[src/rtl/cpu_pkg.sv]
// Shared CPU definitions: PC operation codes, fetch state encoding and
// default bus widths used by the fetch stage and the control FSM.
package cpu_pkg;

    localparam int DEF_INST_W = 18;
    localparam int DEF_ADDR_W = 12;

    typedef enum logic [2:0] {
        PC_NOP  = 3'd0,
        PC_LOAD = 3'd1,
        PC_CALL = 3'd2,
        PC_RET  = 3'd3,
        PC_INT  = 3'd4,
        PC_RETI = 3'd5
    } pc_op_e;

    typedef enum logic [1:0] {
        FETCH_IDLE = 2'd0,
        FETCH_BUS  = 2'd1,
        FETCH_ACK  = 2'd2
    } fetch_state_e;

endpackage

[src/rtl/inst_fetch_unit_if.sv]
// Instruction-memory bus: the fetch unit is the master, memory the slave.
interface inst_fetch_unit_if #(
    parameter int ADDR_W = 12,
    parameter int INST_W = 18
) ();
    logic              cyc;
    logic              stb;
    logic [ADDR_W-1:0] adr;
    logic [INST_W-1:0] dat;
    logic              ack;

    modport master (output cyc, output stb, output adr, input dat, input ack);
    modport slave  (input cyc, input stb, input adr, output dat, output ack);
endinterface

[src/rtl/inst_fetch_unit_ret_stack.sv]
// Circular return-address LIFO. A push when full overwrites the oldest
// entry; a pop when empty leaves the pointer alone and reads as zero.
module ret_stack #(
    parameter int DEPTH = 8,
    parameter int WIDTH = 12
) (
    input  logic             clk,
    input  logic             rst_b,
    input  logic             push,
    input  logic             pop,
    input  logic [WIDTH-1:0] push_data,
    output logic [WIDTH-1:0] top,
    output logic             ovf,
    output logic             unf
);
    localparam int PW = $clog2(DEPTH);
    localparam int CW = PW + 1;

    logic [WIDTH-1:0] mem [DEPTH];
    logic [PW-1:0]    sp;
    logic [PW-1:0]    sp_prev;
    logic [CW-1:0]    count;
    logic             full;
    logic             empty;

    assign sp_prev = sp - PW'(1);
    assign full    = (count == CW'(DEPTH));
    assign empty   = (count == '0);
    assign top     = empty ? '0 : mem[sp_prev];

    // Entry storage; no reset needed since occupancy gates every read.
    always_ff @(posedge clk) begin
        if (push) mem[sp] <= push_data;
    end

    // Pointer, occupancy and sticky error flags.
    always_ff @(posedge clk) begin
        if (!rst_b) begin
            sp    <= '0;
            count <= '0;
            ovf   <= 1'b0;
            unf   <= 1'b0;
        end else if (push) begin
            sp <= sp + PW'(1);
            if (full) ovf   <= 1'b1;
            else      count <= count + CW'(1);
        end else if (pop) begin
            if (empty) begin
                unf <= 1'b1;
            end else begin
                sp    <= sp_prev;
                count <= count - CW'(1);
            end
        end
    end
endmodule

[src/rtl/inst_fetch_unit.sv]
// Instruction fetch stage: owns the PC, return stack and saved interrupt PC,
// runs the instruction bus handshake and hands a registered IR to control.
//
// state      | meaning
// FETCH_IDLE | waiting; applies PC ops, starts a fetch on fetch_req_i
// FETCH_BUS  | cyc/stb asserted at PC, waiting for memory ack
// FETCH_ACK  | IR just loaded, ir_ack_o pulses for this one cycle
module inst_fetch_unit
    import cpu_pkg::*;
#(
    parameter int ADDR_W       = DEF_ADDR_W,
    parameter int INST_W       = DEF_INST_W,
    parameter int RESET_VECTOR = 0,
    parameter int INT_VECTOR   = 1,
    parameter int STACK_DEPTH  = 8
) (
    input  logic              clk_i,
    input  logic              rst_i,
    input  logic              fetch_req_i,
    input  logic [2:0]        pc_op_i,
    input  logic [ADDR_W-1:0] pc_target_i,
    inst_fetch_unit_if.master bus,
    output logic [INST_W-1:0] ir_o,
    output logic              ir_ack_o,
    output logic [ADDR_W-1:0] pc_o,
    output logic              busy_o,
    output logic              stack_ovf_o,
    output logic              stack_unf_o
);
    fetch_state_e      state;
    fetch_state_e      state_nxt;
    logic [ADDR_W-1:0] pc;
    logic [ADDR_W-1:0] int_pc;
    logic [INST_W-1:0] ir;
    logic [ADDR_W-1:0] stack_top;
    logic              op_active;
    logic              bus_active;
    logic              ack_pulse;
    logic              in_idle;
    logic              push;
    logic              pop;

    assign in_idle   = (state == FETCH_IDLE);
    assign op_active = pc_op_i inside {PC_LOAD, PC_CALL, PC_RET, PC_INT, PC_RETI};
    assign push      = in_idle && (pc_op_i == PC_CALL);
    assign pop       = in_idle && (pc_op_i == PC_RET);

    ret_stack #(
        .DEPTH (STACK_DEPTH),
        .WIDTH (ADDR_W)
    ) u_ret_stack (
        .clk       (clk_i),
        .rst_b     (rst_i),
        .push      (push),
        .pop       (pop),
        .push_data (pc),
        .top       (stack_top),
        .ovf       (stack_ovf_o),
        .unf       (stack_unf_o)
    );

    // State register.
    always_ff @(posedge clk_i) begin
        if (!rst_i) state <= FETCH_IDLE;
        else        state <= state_nxt;
    end

    // Next state and state-decoded outputs; a PC op in IDLE defers the fetch.
    always_comb begin
        state_nxt  = state;
        bus_active = 1'b0;
        ack_pulse  = 1'b0;
        case (state)
            FETCH_IDLE: begin
                if (!op_active && fetch_req_i) state_nxt = FETCH_BUS;
            end
            FETCH_BUS: begin
                bus_active = 1'b1;
                if (bus.ack) state_nxt = FETCH_ACK;
            end
            FETCH_ACK: begin
                ack_pulse = 1'b1;
                state_nxt = FETCH_IDLE;
            end
            default: state_nxt = FETCH_IDLE;
        endcase
    end

    // PC, saved interrupt PC and IR; PC ops only act in IDLE.
    always_ff @(posedge clk_i) begin
        if (!rst_i) begin
            pc     <= ADDR_W'(RESET_VECTOR);
            int_pc <= '0;
            ir     <= '0;
        end else begin
            case (state)
                FETCH_IDLE: begin
                    case (pc_op_i)
                        PC_LOAD: pc <= pc_target_i;
                        PC_CALL: pc <= pc_target_i;
                        PC_RET:  pc <= stack_top;
                        PC_INT: begin
                            int_pc <= pc;
                            pc     <= ADDR_W'(INT_VECTOR);
                        end
                        PC_RETI: pc <= int_pc;
                        default: ;
                    endcase
                end
                FETCH_BUS: begin
                    if (bus.ack) begin
                        ir <= bus.dat;
                        pc <= pc + ADDR_W'(1);
                    end
                end
                default: ;
            endcase
        end
    end

    assign bus.cyc  = bus_active;
    assign bus.stb  = bus_active;
    assign bus.adr  = pc;
    assign ir_o     = ir;
    assign ir_ack_o = ack_pulse;
    assign pc_o     = pc;
    assign busy_o   = !in_idle;
endmodule

[src/flat_wrapper.sv]
// flat-port wrapper written by rule: the top's interface ports become plain ports
module inst_fetch_unit_flat import cpu_pkg::*;
#(
    parameter int ADDR_W       = DEF_ADDR_W,
    parameter int INST_W       = DEF_INST_W,
    parameter int RESET_VECTOR = 0,
    parameter int INT_VECTOR   = 1,
    parameter int STACK_DEPTH  = 8
)
  (clk_i, rst_i, fetch_req_i, pc_op_i, pc_target_i, ir_o, ir_ack_o, pc_o, busy_o, stack_ovf_o, stack_unf_o, bus_cyc, bus_stb, bus_adr, bus_dat, bus_ack);
  inst_fetch_unit_if #(.ADDR_W(ADDR_W), .INST_W(INST_W)) bus_i ();
  input  logic clk_i;
  input  logic rst_i;
  input  logic fetch_req_i;
  input  logic [2:0] pc_op_i;
  input  logic [ADDR_W-1:0] pc_target_i;
  output logic [INST_W-1:0] ir_o;
  output logic ir_ack_o;
  output logic [ADDR_W-1:0] pc_o;
  output logic busy_o;
  output logic stack_ovf_o;
  output logic stack_unf_o;
  output wire logic [$bits(bus_i.cyc)-1:0] bus_cyc;
  output wire logic [$bits(bus_i.stb)-1:0] bus_stb;
  output wire logic [$bits(bus_i.adr)-1:0] bus_adr;
  input wire logic [$bits(bus_i.dat)-1:0] bus_dat;
  input wire logic [$bits(bus_i.ack)-1:0] bus_ack;
  assign bus_cyc = bus_i.cyc;
  assign bus_stb = bus_i.stb;
  assign bus_adr = bus_i.adr;
  assign bus_i.dat = bus_dat;
  assign bus_i.ack = bus_ack;
  inst_fetch_unit #(.ADDR_W(ADDR_W), .INST_W(INST_W), .RESET_VECTOR(RESET_VECTOR), .INT_VECTOR(INT_VECTOR), .STACK_DEPTH(STACK_DEPTH)) u_core (.clk_i(clk_i), .rst_i(rst_i), .fetch_req_i(fetch_req_i), .pc_op_i(pc_op_i), .pc_target_i(pc_target_i), .bus(bus_i), .ir_o(ir_o), .ir_ack_o(ir_ack_o), .pc_o(pc_o), .busy_o(busy_o), .stack_ovf_o(stack_ovf_o), .stack_unf_o(stack_unf_o));
endmodule
[config.mk]
export PLATFORM = sky130hd
export DESIGN_NAME = inst_fetch_unit_flat
export DESIGN_NICKNAME = d
export VERILOG_FILES = /design/src/rtl/cpu_pkg.sv /design/src/rtl/inst_fetch_unit_if.sv /design/src/rtl/inst_fetch_unit_ret_stack.sv /design/src/rtl/inst_fetch_unit.sv /design/src/flat_wrapper.sv
export SDC_FILE = /design/constraint.sdc
export NUM_CORES = 1
export LEC_CHECK = 0
export ABC_AREA = 0
export BUFFER_PORTS_ARGS = -buffer_cell sky130_fd_sc_hd__buf_2
export CORE_MARGIN = 8
export CORE_UTILIZATION = 58
export DETAILED_ROUTE_END_ITERATION = 10
export GPL_ROUTABILITY_DRIVEN = 0
export GPL_TIMING_DRIVEN = 0
export PLACE_DENSITY = 0.8
export SETUP_SLACK_MARGIN = 0.2
export SLEW_MARGIN = 15
export SYNTH_ARGS = -nofsm -noshare
export SYNTH_HDL_FRONTEND = slang
export SYNTH_SLANG_ARGS = --single-unit
[constraint.sdc]
create_clock -name clk_i -period 4.5 [get_ports clk_i]
set_clock_uncertainty 0.2 [all_clocks]
set_input_delay 0.9 -clock clk_i [delete_from_list [all_inputs] [get_ports clk_i]]
set_output_delay 0.9 -clock clk_i [all_outputs]
set_load 0.02 [all_outputs]
## After elaboration in Yosys (flattened, before gate mapping)

Memory sizes are Yosys's and may differ from the RTL's.
Cells that the tools add are included.

| storage, ports and cells | value |
|---|---|
| register bits after elaboration | 53 |
| RAM bits | 96 |
| input port bits | 37 |
| output and inout port bits | 48 |
| word-level logic and storage cells | 65 |
| memories | 1 |

| operators by class | value |
|---|---|
| add/sub/neg operators | 5 |
| eq/ne operators | 13 |
| multiplexer cells | 18 |
| bitwise operators | 1 |
| reduce and logical (&&, ||, !) cells | 19 |

Memories:

| name | words | bits a word | rd ports | clocked after memory_dff | wr ports | line | RTL |
|---|---|---|---|---|---|---|---|
| u_core.u_ret_stack.mem | 8 | 12 | 1 | 0 | 1 | inst_fetch_unit_ret_stack.sv:19 | `logic [WIDTH-1:0] mem [DEPTH];` |

Operator list:

| operator | count |
|---|---|
| case mux 12 bit (4 select lines) | 1 |
| two-way mux 12 bit | 2 |
| case mux 12 bit (2 select lines) | 1 |
| two-way mux 4 bit | 4 |
| adder 12 x 1 -> 12 bit (second input constant) | 1 |
| AND reduction 2 bit | 5 |
| two-way mux 3 bit | 3 |
| AND reduction 3 bit | 3 |
| == test 3 x 2 -> 1 bit (second input constant) | 2 |
| == test 3 bit (second input constant) | 2 |
| != test 2 bit (second input constant) | 3 |
| != test 5 bit (second input constant) | 1 |
| nonzero test 5 bit | 1 |
| adder 4 x 1 -> 4 bit (second input constant) | 1 |
| == test 4 bit (second input constant) | 1 |
| zero test 4 bit | 1 |
| two-way mux 1 bit | 4 |
| two-way mux 2 bit | 2 |
| case mux 2 bit (2 select lines) | 1 |
| nonzero test 2 bit | 2 |
| subtractor 4 x 1 -> 4 bit (second input constant) | 1 |
| adder 3 x 1 -> 3 bit (second input constant) | 1 |
| == test 3 x 1 -> 1 bit (second input constant) | 1 |
| logical AND 1 bit | 3 |
| 8 further kinds | 9 |

## Longest topological paths before layout

| depth | value |
|---|---|
| word-level depth | 6 |
| gate-level depth with buffers | 11 |
| mapped depth without buffers | 9 |

## By module

A second synthesis with hierarchy kept.

| second synthesis, totals | value |
|---|---|
| cell total of the unflattened synthesis | 531 |
| area total of the unflattened synthesis | 6678.9 um^2 |

Modules (own cells, without submodules):

| module | instances | cells each | area an instance (um^2) | seq. area each (um^2) |
|---|---|---|---|---|
| ret_stack | 1 | 235 | 4200.3 | 3062.9 |
| inst_fetch_unit | 1 | 296 | 2478.6 | 880.8 |

## Worst setup path before layout

Ideal clock, no wire load.

| timing | value |
|---|---|
| path type | input port to flip-flop |
| start point | input port pc_op_i[2] |
| end point | memory u_core.u_ret_stack.mem[0][0] (enable) |
| setup time | 0.412 ns |
| arrival time | 3.023 ns |
| data required time | 3.888 ns |
| setup slack | 0.865 ns |
| stages on the path | 6 |
| path buffers | 2 |
| cell sequence | buf_6 or4b_1 buf_6 nor2_8 inv_4 nor4_1 |

| between the ends | value |
|---|---|
| longest elaborated chain between the ends | 4 |

RTL lines:

| what | line | RTL |
|---|---|---|
| start, declared | flat_wrapper.sv:15 | `input logic [2:0] pc_op_i;` |
| == test 3 x 2 -> 1 bit | inst_fetch_unit.sv:45 | `assign push = in_idle && (pc_op_i == PC_CALL);` |
| logical AND 1 bit | inst_fetch_unit.sv:45 |  |
| two-way mux 1 bit | inst_fetch_unit_ret_stack.sv:33 | `if (push) mem[sp] <= push_data;` |
| two-way mux 1 bit (not written as such) | inst_fetch_unit_ret_stack.sv:33 |  |
| end, declared | inst_fetch_unit_ret_stack.sv:19 |  |

No other way between the ends.

## Worst setup path in the final report

| timing | value |
|---|---|
| start point | register u_core.u_ret_stack.sp[0] |
| end point | register u_core.pc[2], in the netlist u_core.bus.adr[2] |

| between the ends | value |
|---|---|
| longest elaborated chain between the ends | 5 |

RTL lines:

| what | line | RTL |
|---|---|---|
| start, declared | inst_fetch_unit_ret_stack.sv:20 | `logic [PW-1:0] sp;` |
| start signal, assigned | inst_fetch_unit_ret_stack.sv:44 | `sp <= sp + PW'(1);` |
| start signal, assigned | inst_fetch_unit_ret_stack.sv:51 | `sp <= sp_prev;` |
| subtractor 3 x 1 -> 3 bit | inst_fetch_unit_ret_stack.sv:26 | `assign sp_prev = sp - PW'(1);` |
| memory (8 x 12 bit) | n/a |  |
| two-way mux 12 bit | inst_fetch_unit_ret_stack.sv:29 | `assign top = empty ? '0 : mem[sp_prev];` |
| case mux 12 bit (4 select lines) | inst_fetch_unit.sv:98 | `case (pc_op_i)` |
| case mux 12 bit (2 select lines) | inst_fetch_unit.sv:96 | `case (state)` |
| end signal, assigned | inst_fetch_unit.sv:99 | `PC_LOAD: pc <= pc_target_i;` |
| end signal, assigned | inst_fetch_unit.sv:100 | `PC_CALL: pc <= pc_target_i;` |
| end signal, assigned | inst_fetch_unit.sv:101 | `PC_RET: pc <= stack_top;` |
| end, declared | inst_fetch_unit.sv:32 | `logic [ADDR_W-1:0] pc;` |

No other way between the ends.
A chain may end at the register's enable or synchronous reset.

==> metrics.cfg <==
[floorplan]
fp.dieH_um=123
io_pins=85
std_cell_rows=39
start_util_pct=58.9
die_area_mm2=0.0152
die_w_um=123
core-area_mm2=0.0113

[setup_path]
cp.required_ns=4.64
cp_data_arrival_time_ns=4.33
worstPathMaxFanout=10
cp-end-kind=flop
cp-start-kind=flop
crit_type=flop to flop

[clock_network]
clock_sinks=149
tritoncts=done
cts_hold_buf=0
cts_setup_buffers=0
cts_buffer_depth=2
cts_made_buffers=17
clk_latency_ns=0.42
cts_resized=0
clkTransAtPathRegs_ns=0.06
root_buffer=clkbuf_16
h-tree-depth=4

[power_and_ir_drop]
powerDensity_mw_per_mm2=445
cellLeakagePower_nw=3.04
peakVddDrop_uv=278

[detailed_routing]
wl_per_cell_um=21.0
viasPerCell=6.17
dr.pass1.iters=5
drt_wl_total_mm=17.4
drtIter0Drc=538
via_count=5096
antenna_left=0
drc=0

[layout]
instances_no_fill=826
layout_commonest_cell=nand2_1
diodes=0
final_cell_mix=102 x nand2_1, 96 x edfxtp_1, 89 x buf_2, 53 x dfxtp_1, 24 x clkbuf_1
multi_input_area_mm2=0.00246
area_growth_pct=19.3
ff_latch_area_mm2=0.00394
drive_above_1_share_pct=25.2
fillCellCount=788
final_core_util_pct=70.2
nNetsFinal=712

[logic_synthesis]
yosys_warnings=0
ys_ff_latch=149
yosys.area.top_type_share_pct=43.3
ys.flop_type=edfxtp_1
synth_area_leaders=edfxtp_1 43%, dfxtp_1 16%, mux4_2 6.1%
synth-edff-count=96
synthArstFlopShare_pct=0
ys_types=56
synth_top_cell_by_area=edfxtp_1
syn_area_per_cell_um2=11.8
ys_seq_area_share_pct=59.2
synth.cell_area_mm2=0.00666
synth_nets=607
syn_inst=565

[placement]
dp_hpwl_mm=11.8
place_inst=794
io_buffers=81

[sta]
drv_slew=0
tightest_slew_ns=0.961
fin_tns_setup_ns=0
finalCritPeriodShare_pct=93.0
rsz0062_at_grt=no
maxClockFrequency_mhz=239
finalSetupViolCount=0
max_slew_margin_pct=35.5
period_needed_ns=4.19
hold_viol=0

[global_route]
antenna_found_initial=0
grt_overflow=0
track_usage_pct=23.5
grt_pass1_wl_mm=27.2
grt_max_degree=19
grt_pass1_vias=5064

[hold_path]
hold_path_class=flop to flop

[outcome]
status=complete, no violations

[run]
maxCapViolCount=0

path summary, 6_finish.rpt:
path | start | depth (start not counted) | to | slack (ns)
setup / recovery | u_core.u_ret_stack.sp[0] | 10 | u_core.bus.adr[2] | 0.31
setup reg to reg | u_core.u_ret_stack.sp[0] | 10 | u_core.bus.adr[2] | 0.31
hold reg to reg | u_core.ir_o[11] | 2 | u_core.ir_o[11] | 0.26
hold / removal | u_core.ir_o[11] | 2 | u_core.ir_o[11] | 0.26
state kept, by name (all words and copies together), names as in the netlist:
signal,cells
u_core.u_ret_stack.mem,96
u_core.state,2
u_core.u_ret_stack.sp,3
u_core.int_pc,12
u_core.u_ret_stack.unf,1
u_core.ir_o,18
u_core.bus.adr,12
u_core.u_ret_stack.ovf,1
u_core.u_ret_stack.count,4
stage by stage:
step	hold WS [ns]	total power [mW]	cell area, um^2	setup slack [ns]
4_1_cts	0.266	3.53	7950	0.431
5_1_grt	0.280	3.63	7950	0.224
6_report	0.264	3.54	7950	0.315
3_3_place_gp	0.245	2.07	7250	-0.0210
3_5_place_dp	0.257	2.09	7320	0.460
2_1_floorplan	0.279	1.92	6660	0.865
synth_stat cells (3+ instances only):
| library cell | instances |
|---|---|
| a21boi_0 | 20 |
| a21oi_1 | 21 |
| a221oi_1 | 3 |
| a22oi_1 | 4 |
| a31oi_1 | 14 |
| and2_1 | 5 |
| and3_1 | 4 |
| buf_1 | 3 |
| buf_2 | 7 |
| buf_4 | 15 |
| clkbuf_1 | 22 |
| dfxtp_1 | 53 |
| edfxtp_1 | 96 |
| ha_1 | 5 |
| inv_1 | 3 |
| mux2i_1 | 13 |
| mux4_2 | 18 |
| nand2_1 | 102 |
| nand2b_1 | 4 |
| nand3_1 | 19 |
| nand3b_1 | 5 |
| nand4_1 | 11 |
| nor2_1 | 13 |
| nor2b_1 | 18 |
| nor3_1 | 11 |
| nor4_1 | 3 |
| o21a_1 | 3 |
| o21ai_0 | 22 |
| or3_1 | 3 |
| xnor2_1 | 7 |
| xor2_1 | 5 |
critical path, stage by stage (launching register included):
cell and delay (ns):
dfxtp_1 0.35, buf_2 0.30, buf_2 0.36, clkinv_1 0.36, ha_1 0.54, clkbuf_1 0.52
buf_1 0.57, nor2_1 0.22, a32oi_1 0.31, nand4_1 0.16, a21oi_1 0.20
per-layer routing:
layer	part of all wire (%)	wire, um	track usage (%)
met5	0	0	0
met4	2.5	439	10.3
met3	9.3	1610	6.39
met2	48	8380	37.4
met1	40	6930	29.7
layout make-up:
| class | instances | share of cell area [%] |
|---|---|---|
| buffer | 49 | 3.32 |
| timing repair buffer | 86 | 5.63 |
| clock inverter | 5 | 0.692 |
| tap | 143 | 2.25 |
| clock buffer | 27 | 7.18 |
| multi-input combinational | 361 | 31.0 |
| inverter | 6 | 0.315 |
| sequential | 149 | 49.6 |
power breakdown:
group | internal (mW) | switching, mW | leakage (nW)
logic | 0.199 | 0.312 | 1.41
registers | 1.50 | 0.0604 | 1.32
clock network | 0.928 | 0.536 | 0.314
total | 2.63 | 0.908 | 3.04
cell families (layout without fill, tap and decap cells):
family / count (synthesis) / in the layout / share of synthesized area (%)
and+or+nand+nor: 209 / 209 / 15.4
DFF: 149 / 149 / 59.2
AOI/OAI and AO/OA: 103 / 103 / 10.2
buffers and inverters: 55 / 173 / 4.34
muxes: 31 / 31 / 8.04
xor gates and xnor gates: 13 / 13 / 1.99
adders and majority gates: 5 / 5 / 0.939
No activity file was read; power rests on OpenSTA's default activity.
